**config.mk**
```make
export PLATFORM = sky130hd
export DESIGN_NAME = seq_mul16_unit
export DESIGN_NICKNAME = d
export VERILOG_FILES = /design/src/rtl/seq_mul16_unit.sv
export SDC_FILE = /design/constraint.sdc
export NUM_CORES = 1
export LEC_CHECK = 0
export ABC_AREA = 1
export CAP_MARGIN = 0
export CORE_MARGIN = 10
export CORE_UTILIZATION = 59
export CTS_BUF_LIST = sky130_fd_sc_hd__clkbuf_8
export DETAILED_ROUTE_END_ITERATION = 8
export PLACE_DENSITY = 0.83
export SETUP_SLACK_MARGIN = 0.3
export SLEW_MARGIN = 0
export SYNTH_ARGS = -nofsm -noshare
export SYNTH_HDL_FRONTEND = slang
export SYNTH_SLANG_ARGS = --single-unit
export TNS_END_PERCENT = 30
```
**constraint.sdc**
```tcl
create_clock -name clk -period 3.7 [get_ports clk]
set_input_delay 0.37 -clock clk [delete_from_list [all_inputs] [get_ports clk]]
set_output_delay 0.37 -clock clk [all_outputs]
set_load 0.01 [all_outputs]
```
**src/rtl/seq_mul16_unit.sv**
```systemverilog
// Iterative shift-and-add multiplier: one partial product per clock, signed or unsigned
// operands, 2*WIDTH product with an overflow flag held until the consumer takes it.
module seq_mul16_unit #(
    parameter int WIDTH = 16
) (
    input  logic             clk,
    input  logic             reset,
    input  logic             in_valid,
    output logic             in_ready,
    input  logic [WIDTH-1:0] a,
    input  logic [WIDTH-1:0] b,
    input  logic             op_signed,
    output logic             out_valid,
    input  logic             out_ready,
    output logic [WIDTH-1:0] prod_lo,
    output logic [WIDTH-1:0] prod_hi,
    output logic             overflow,
    output logic             busy,
    output logic [1:0]       o_dbg_state
);

    localparam int CW = $clog2(WIDTH) + 1;

    typedef enum logic [1:0] {
        S_IDLE = 2'd0,
        S_RUN  = 2'd1,
        S_FIX  = 2'd2,
        S_DONE = 2'd3
    } state_t;

    state_t           r_state;
    state_t           w_state_nxt;

    logic [CW-1:0]    r_cnt;
    logic [WIDTH-1:0] r_mcand;
    logic [WIDTH-1:0] r_acc_hi;
    logic [WIDTH-1:0] r_mq;
    logic             r_neg;
    logic             r_signed;
    logic [WIDTH-1:0] r_prod_lo;
    logic [WIDTH-1:0] r_prod_hi;
    logic             r_ovf;

    logic             w_accept;
    logic             w_release;
    logic             w_last_iter;
    logic [WIDTH-1:0] w_abs_a;
    logic [WIDTH-1:0] w_abs_b;
    logic             w_neg_in;
    logic [WIDTH-1:0] w_addend;
    logic [WIDTH:0]   w_sum;
    logic [2*WIDTH-1:0] w_prod;
    logic [2*WIDTH-1:0] w_res;
    logic             w_ovf;

    // Handshakes: a transfer happens on a rising edge where valid and ready are both high.
    // in_ready is high only in IDLE and out_valid only in DONE; the other side's valid/ready
    // is ignored outside those states, and operands are sampled only at the accept edge.
    assign w_accept    = in_valid & in_ready;
    assign w_release   = out_valid & out_ready;
    assign w_last_iter = (r_cnt == CW'(WIDTH - 1));

    // ------------------------------------------------------------------
    // Control
    // ------------------------------------------------------------------
    always_ff @(posedge clk or posedge reset) begin
        if (reset) begin
            r_state <= S_IDLE;
        end else begin
            r_state <= w_state_nxt;
        end
    end

    always_comb begin
        w_state_nxt = r_state;
        case (r_state)
            S_IDLE: if (w_accept)    w_state_nxt = S_RUN;
            S_RUN:  if (w_last_iter) w_state_nxt = S_FIX;
            S_FIX:                   w_state_nxt = S_DONE;
            S_DONE: if (w_release)   w_state_nxt = S_IDLE;
            default:                 w_state_nxt = S_IDLE;
        endcase
    end

    assign in_ready    = (r_state == S_IDLE);
    assign out_valid   = (r_state == S_DONE);
    assign busy        = (r_state == S_RUN) || (r_state == S_FIX);
    assign o_dbg_state = r_state;

    // ------------------------------------------------------------------
    // Datapath
    // ------------------------------------------------------------------
    // Magnitudes fit in WIDTH unsigned bits: |0x8000| stays 0x8000.
    assign w_abs_a  = (op_signed & a[WIDTH-1]) ? (-a) : a;
    assign w_abs_b  = (op_signed & b[WIDTH-1]) ? (-b) : b;
    assign w_neg_in = op_signed & (a[WIDTH-1] ^ b[WIDTH-1]);

    assign w_addend = r_mq[0] ? r_mcand : '0;
    assign w_sum    = {1'b0, r_acc_hi} + {1'b0, w_addend};

    // Negating a zero magnitude gives zero, so no -0 can appear.
    assign w_prod = {r_acc_hi, r_mq};
    assign w_res  = r_neg ? (-w_prod) : w_prod;

    always_comb begin
        w_ovf = 1'b0;
        if (r_signed) begin
            w_ovf = (w_res[2*WIDTH-1:WIDTH] != {WIDTH{w_res[WIDTH-1]}});
        end else begin
            w_ovf = |w_res[2*WIDTH-1:WIDTH];
        end
    end

    always_ff @(posedge clk or posedge reset) begin
        if (reset) begin
            r_cnt    <= '0;
            r_mcand  <= '0;
            r_acc_hi <= '0;
            r_mq     <= '0;
            r_neg    <= 1'b0;
            r_signed <= 1'b0;
        end else begin
            case (r_state)
                S_IDLE: begin
                    if (w_accept) begin
                        r_mcand  <= w_abs_a;
                        r_mq     <= w_abs_b;
                        r_acc_hi <= '0;
                        r_cnt    <= '0;
                        r_neg    <= w_neg_in;
                        r_signed <= op_signed;
                    end
                end
                S_RUN: begin
                    // Shift {carry, acc_hi, mq} right by one after the conditional add.
                    r_acc_hi <= w_sum[WIDTH:1];
                    r_mq     <= {w_sum[0], r_mq[WIDTH-1:1]};
                    r_cnt    <= r_cnt + CW'(1);
                end
                default: begin
                end
            endcase
        end
    end

    // Result registers change only in FIX, so they hold through DONE and beyond.
    always_ff @(posedge clk or posedge reset) begin
        if (reset) begin
            r_prod_lo <= '0;
            r_prod_hi <= '0;
            r_ovf     <= 1'b0;
        end else if (r_state == S_FIX) begin
            r_prod_lo <= w_res[WIDTH-1:0];
            r_prod_hi <= w_res[2*WIDTH-1:WIDTH];
            r_ovf     <= w_ovf;
        end
    end

    assign prod_lo  = r_prod_lo;
    assign prod_hi  = r_prod_hi;
    assign overflow = r_ovf;

    // ------------------------------------------------------------------
    // Protocol properties
    // ------------------------------------------------------------------
    a_valid_not_busy : assert property (@(posedge clk) disable iff (reset)
        out_valid |-> !busy);

    a_ready_excl_valid : assert property (@(posedge clk) disable iff (reset)
        in_ready |-> !out_valid);

    a_cnt_in_range : assert property (@(posedge clk) disable iff (reset)
        (r_state == S_RUN) |-> (r_cnt < CW'(WIDTH)));

    a_hold_when_stalled : assert property (@(posedge clk) disable iff (reset)
        (out_valid && !out_ready) |=> (out_valid && $stable(prod_lo)
                                       && $stable(prod_hi) && $stable(overflow)));

endmodule

```
After elaboration in Yosys (flattened, before gate mapping)
Cells that the tools add are included.

Eq/ne operators: 8. Reductions and logical operators: 7. Bitwise gates (word level): 6. Mux-type cells: 15. $add $sub $neg: 5.

Operators by type and width (number): 16-bit two-way mux (5); 16-bit one-hot mux with 2 select lines (2); 32-bit two-way mux (1); 16-bit negation (2); 32-bit negation (1); 16-bit by 16-bit adder with 17-bit output (1); 16-bit inequality test (1); 16-bit OR reduction (1); 5-bit one-hot mux with 2 select lines (1); 2-bit one-hot mux with 4 select lines (1); 2-bit two-way mux (3); 5-bit by 1-bit adder with 5-bit output, second input constant (1); 1-bit AND (5); 5-bit by 4-bit equality test with 1-bit output, second input constant (1); 5-bit two-way mux (1); 2-bit equality test, second input constant (2); 2-bit by 1-bit inequality test with 1-bit output, second input constant (2); 2-bit AND reduction (2); 3-bit AND reduction (1); 2-bit by 1-bit equality test with 1-bit output, second input constant (1); 2-bit zero test (1); 2-bit inequality test, second input constant (1); 2-bit nonzero test (1); 1-bit logical OR (1); 2 further kinds (2).

Output and inout bits: 38. Bits in registers: 90. Word-level logic and storage cells: 51. Input bits: 37.

Depth between registers and ports, before layout
Depth in word-level cells: 4. Gate-level depth with buffers: 18. Mapped depth without buffers: 17.

Worst setup path after synthesis
OpenSTA, ideal clock, no wires.

Path type: register to register. Start: register r_mq[0]. End: register r_acc_hi[13]. Library setup time: 0.133 ns. Cell stages (with the launch flop): 14. Data arrival time: 2.327 ns. Clock period less this slack: 2.460 ns. Path slack: 1.240 ns. Data required time: 3.567 ns. Path buffers: 2. Cell sequence: dfrtp_1 > buf_6 > clkbuf_1 > nand2_1 > inv_1 > ha_1 > inv_1 > fa_1 > o21ai_0 > nand2_1 > a31oi_1 > nand3_1 > a21oi_1 > o22ai_1.

Cells in the longest elaborated chain, start to end: 3.

Ends and longest elaborated chain: start, declared (RTL line 37) `logic [WIDTH-1:0] r_mq;`; start signal, assigned (RTL line 127) `r_mq <= w_abs_b;`; start signal, assigned (RTL line 137) `r_mq <= {w_sum[0], r_mq[WIDTH-1:1]};`; 16-bit two-way mux (RTL line 98) `assign w_addend = r_mq[0] ? r_mcand : '0;`; 16-bit by 16-bit adder with 17-bit output (RTL line 99) `assign w_sum = {1'b0, r_acc_hi} + {1'b0, w_addend};`; 16-bit one-hot mux with 2 select lines (RTL line 123) `case (r_state)`; end signal, assigned (RTL line 136) `r_acc_hi <= w_sum[WIDTH:1];`; end, declared (RTL line 36) `logic [WIDTH-1:0] r_acc_hi;`.

No other way between the ends. A chain may end at the register's enable or synchronous reset.

Worst setup path in the final report
Same ends and word-level chain as after synthesis.

==> flow_summary_export.csv <==
group,metric,value,unit
outcome,outcome,"complete, no violations",
placed_design,place_area,7230,µm²
logic_synthesis,synthesis.instances,892,
logic_synthesis,syn_area_per_cell,7.13,µm²
critical_path,worstSetupStartpoint,"r_mq[0]",
critical_path,crit_required,3.94,ns
final_layout,diodes,0,
timing,skew,0.0126,ns
power_and_ir_drop,p_int,3180,µW
logic_synthesis,netlist_area,6360,µm²
power_and_ir_drop,pwr-share-clk,0.109,
clock_network,cts_root_buf,"clkbuf_8",
power_and_ir_drop,power_leakage,0.00358,µW
final_layout,layout.cells.non_filler,1100,
final_layout,layout_common_cells,"nand2_1 (216), nor2_1 (94), inv_1 (94)",
global_route,grt_start_max_net_pins,52,
hold_path,min_path_type,"input port to asynchronous set/reset pin",
floorplan,start_util,0.611,
timing,period_needed,2.78,ns
clock_network,worstSkewPairLatency,0.37,ns
floorplan,die_h,124,µm
logic_synthesis,ys_warn_count,0,
placed_design,gp_congestion,0.961,
floorplan,die_w,124,µm
timing,slew_violations,0,
routing,routedWlPerCell,14.1,µm
critical_path,worstPathMaxFanout,18,
routing,dr.pass1.iters,7,
final_layout,fin_area,7420,µm²
critical_path,ff2ff_path_depth,11,
final_layout,syn_to_final_growth,16.6,%
routing,drtAntennaViolNets,0,
clock_network,clock_sinks,90,
global_route,grt_pass1_wl,26000,µm
logic_synthesis,synth_seq_area_share,0.354,
floorplan,die_area,15300,µm²
power_and_ir_drop,pwr-share-seq,0.305,
timing,min_period_over_period,0.751,
job,maxCapViolations,0,
routing,wirelength,15500,µm
routing,vias,5949,
critical_path,critPathCaptureType,"flop",
timing,tns,0,ns
power_and_ir_drop,p_switching,3050,µW
global_route,grt_overflow,0,
final_layout,nFillCells,900,
power_and_ir_drop,p_per_area,840,nW/µm²
timing,tightest_slew,1.03,ns
clock_network,cts_buffers,9,
placed_design,dp.cells,1084,
clock_network,cts.reportedPaths.clkPinSlew,0.09,ns
timing,slew_headroom,0.315,
floorplan,num_io_pins,75,
critical_path,cp_slowest_cell,"dfrtp_1",
clock_network,cts_setup_buffers,0,
clock_network,clockBufferDepth,2,
critical_path,critPathLaunchType,"flop",
timing,fmax,360,MHz
final_layout,final_nets,1022,
logic_synthesis,synth_nets,955,
floorplan,core_area,10400,µm²
timing,finalSetupViolCount,0,
routing,first_iter_violations,549,
timing,timing.final.hold_violations,0,
timing,rsz0062_at_grt,"no",
critical_path,crit_type,"flop to flop",
logic_synthesis,synthFlopType,"dfrtp_1",
critical_path,critical_path_arrival,3.02,ns
clock_network,cts-resized-gates,0,
power_and_ir_drop,ir_drop,0.647,mV
logic_synthesis,synth_cell_types,43,
final_layout,utilization,0.712,
global_route,grtUsageTotal,0.210,
power_and_ir_drop,switching_share,0.490,
placed_design,io_buffers,74,
critical_path,r2r-start,"r_mq[0]",
global_route,antenna_found_initial,0,
logic_synthesis,async_flop_share,1.00,
routing,via_per_inst,5.41,
power_and_ir_drop,comb_power_share,0.586,
clock_network,cts_hold_buffers,0,
power_and_ir_drop,power.total,6230,µW
clock_network,htreeDepth,3,
final_layout,drive_gt1_frac,0.0871,
routing,drc,0,
placed_design,dpl.hpwl,12400,µm
clock_network,cts_tree,"done",
critical_path,crit_chain,"nand2_1, inv_1, ha_1, inv_1, fa_1, o21ai_0, nand2_1, a31oi_1, nand3_1, a21oi_1, o22ai_1",
global_route,grt_pass1_vias,5471,
final_layout,layout_commonest_cell,"nand2_1",
logic_synthesis,synth-edff-count,0,
critical_path,slowest_delay,0.74,ns
floorplan,rows,37,
logic_synthesis,ys_ff_latch,90,
power by group through the flow:
| stage | sequential (µW) | clock, µW | combinational [µW] |
|---|---|---|---|
| final | 1900 | 678 | 3650 |
| after global routing | 1970 | 724 | 4160 |
| after CTS | 1890 | 685 | 3660 |
| after detailed placement | 1910 | 0 | 3640 |
| after global placement | 1890 | 0 | 3590 |
| after floorplan | 1850 | 0 | 2550 |
kinds of logic (layout without fill, tap and decap cells):
logic type | after synthesis | in the layout | share of synthesized area
simple gates | 428 | 428 | 0.307
compound gates | 192 | 192 | 0.168
buf+inv | 126 | 198 | 0.0777
flops | 90 | 90 | 0.354
xor+xnor | 30 | 30 | 0.0413
fa+ha+maj | 26 | 26 | 0.0523
synth_stat cells (3+ instances only):
cell type / number / share of area
a21oi_1: 40 / 0.031
a31oi_1: 15 / 0.015
buf_2: 4 / 0.0031
clkbuf_1: 19 / 0.011
dfrtp_1: 90 / 0.35
ha_1: 25 / 0.049
inv_1: 94 / 0.055
inv_2: 4 / 0.0024
nand2_1: 216 / 0.13
nand2_2: 15 / 0.015
nand2_4: 10 / 0.018
nand3_1: 45 / 0.035
nand3b_1: 3 / 0.0035
nand4_1: 7 / 0.0069
nor2_1: 94 / 0.055
nor2_2: 10 / 0.0098
nor2_4: 7 / 0.012
nor3_1: 9 / 0.0071
o211ai_1: 15 / 0.018
o21ai_0: 92 / 0.072
o21ai_1: 8 / 0.0063
o22ai_1: 13 / 0.013
or2_2: 5 / 0.0049
xnor2_1: 4 / 0.0055
xor2_1: 26 / 0.036
sequential cells by signal, indices dropped and copies added, names as in the netlist:
| name | cells |
|---|---|
| r_signed | 1 |
| r_mcand | 16 |
| prod_lo | 16 |
| r_acc_hi | 16 |
| overflow | 1 |
| r_cnt | 5 |
| r_mq | 16 |
| o_dbg_state | 2 |
| r_neg | 1 |
| prod_hi | 16 |
stage by stage:
| step | setup slack [ns] | hold slack (ns) |
|---|---|---|
| floorplan | 0.995 | 0.449 |
| global placement | 1.04 | 0.463 |
| detailed placement | 0.967 | 0.469 |
| CTS | 0.944 | 0.333 |
| global route | 0.574 | 0.352 |
| finish | 0.920 | 0.323 |
per-layer routing:
layer,GRT usage,vias up,share of wire
met3,0.0290,23,0.053
met1,0.295,2699,0.49
li1,-,3068,-
met5,0,-,0
met2,0.319,159,0.43
met4,0.0895,0,0.025
worst max-delay path, delay by kind of cell, from the launching register on:
family	cells	cell delay (ns)
AND/OR/NAND/NOR	3	0.37
adder cells (fa/ha/maj)	2	0.56
buffers and inverters	2	0.13
flip-flops	1	0.74
AO/OA/AOI/OAI	4	0.86
path summary, 6_finish.rpt:
check                               endpoint  slack (ns)
worst min-delay path                 r_mq[2]        0.32
worst min register to register      overflow        0.48
worst max register to register  r_acc_hi[13]        0.92
min in group clk                    overflow        0.48
worst max-delay path            r_acc_hi[13]        0.92
max in group asynchronous        r_mcand[15]        2.58
area by class of cell:
| type | instances | area (µm²) | share of cell area |
|---|---|---|---|
| Inverter | 99 | 374 | 0.0504 |
| Multi-Input combinational cell | 676 | 3620 | 0.488 |
| Clock inverter | 7 | 70.1 | 0.00944 |
| Sequential cell | 90 | 2250 | 0.304 |
| Timing Repair Buffer | 83 | 808 | 0.109 |
| Tap cell | 136 | 170 | 0.0229 |
| Clock buffer | 9 | 124 | 0.0167 |
Power figures use the tool's default switching activity.
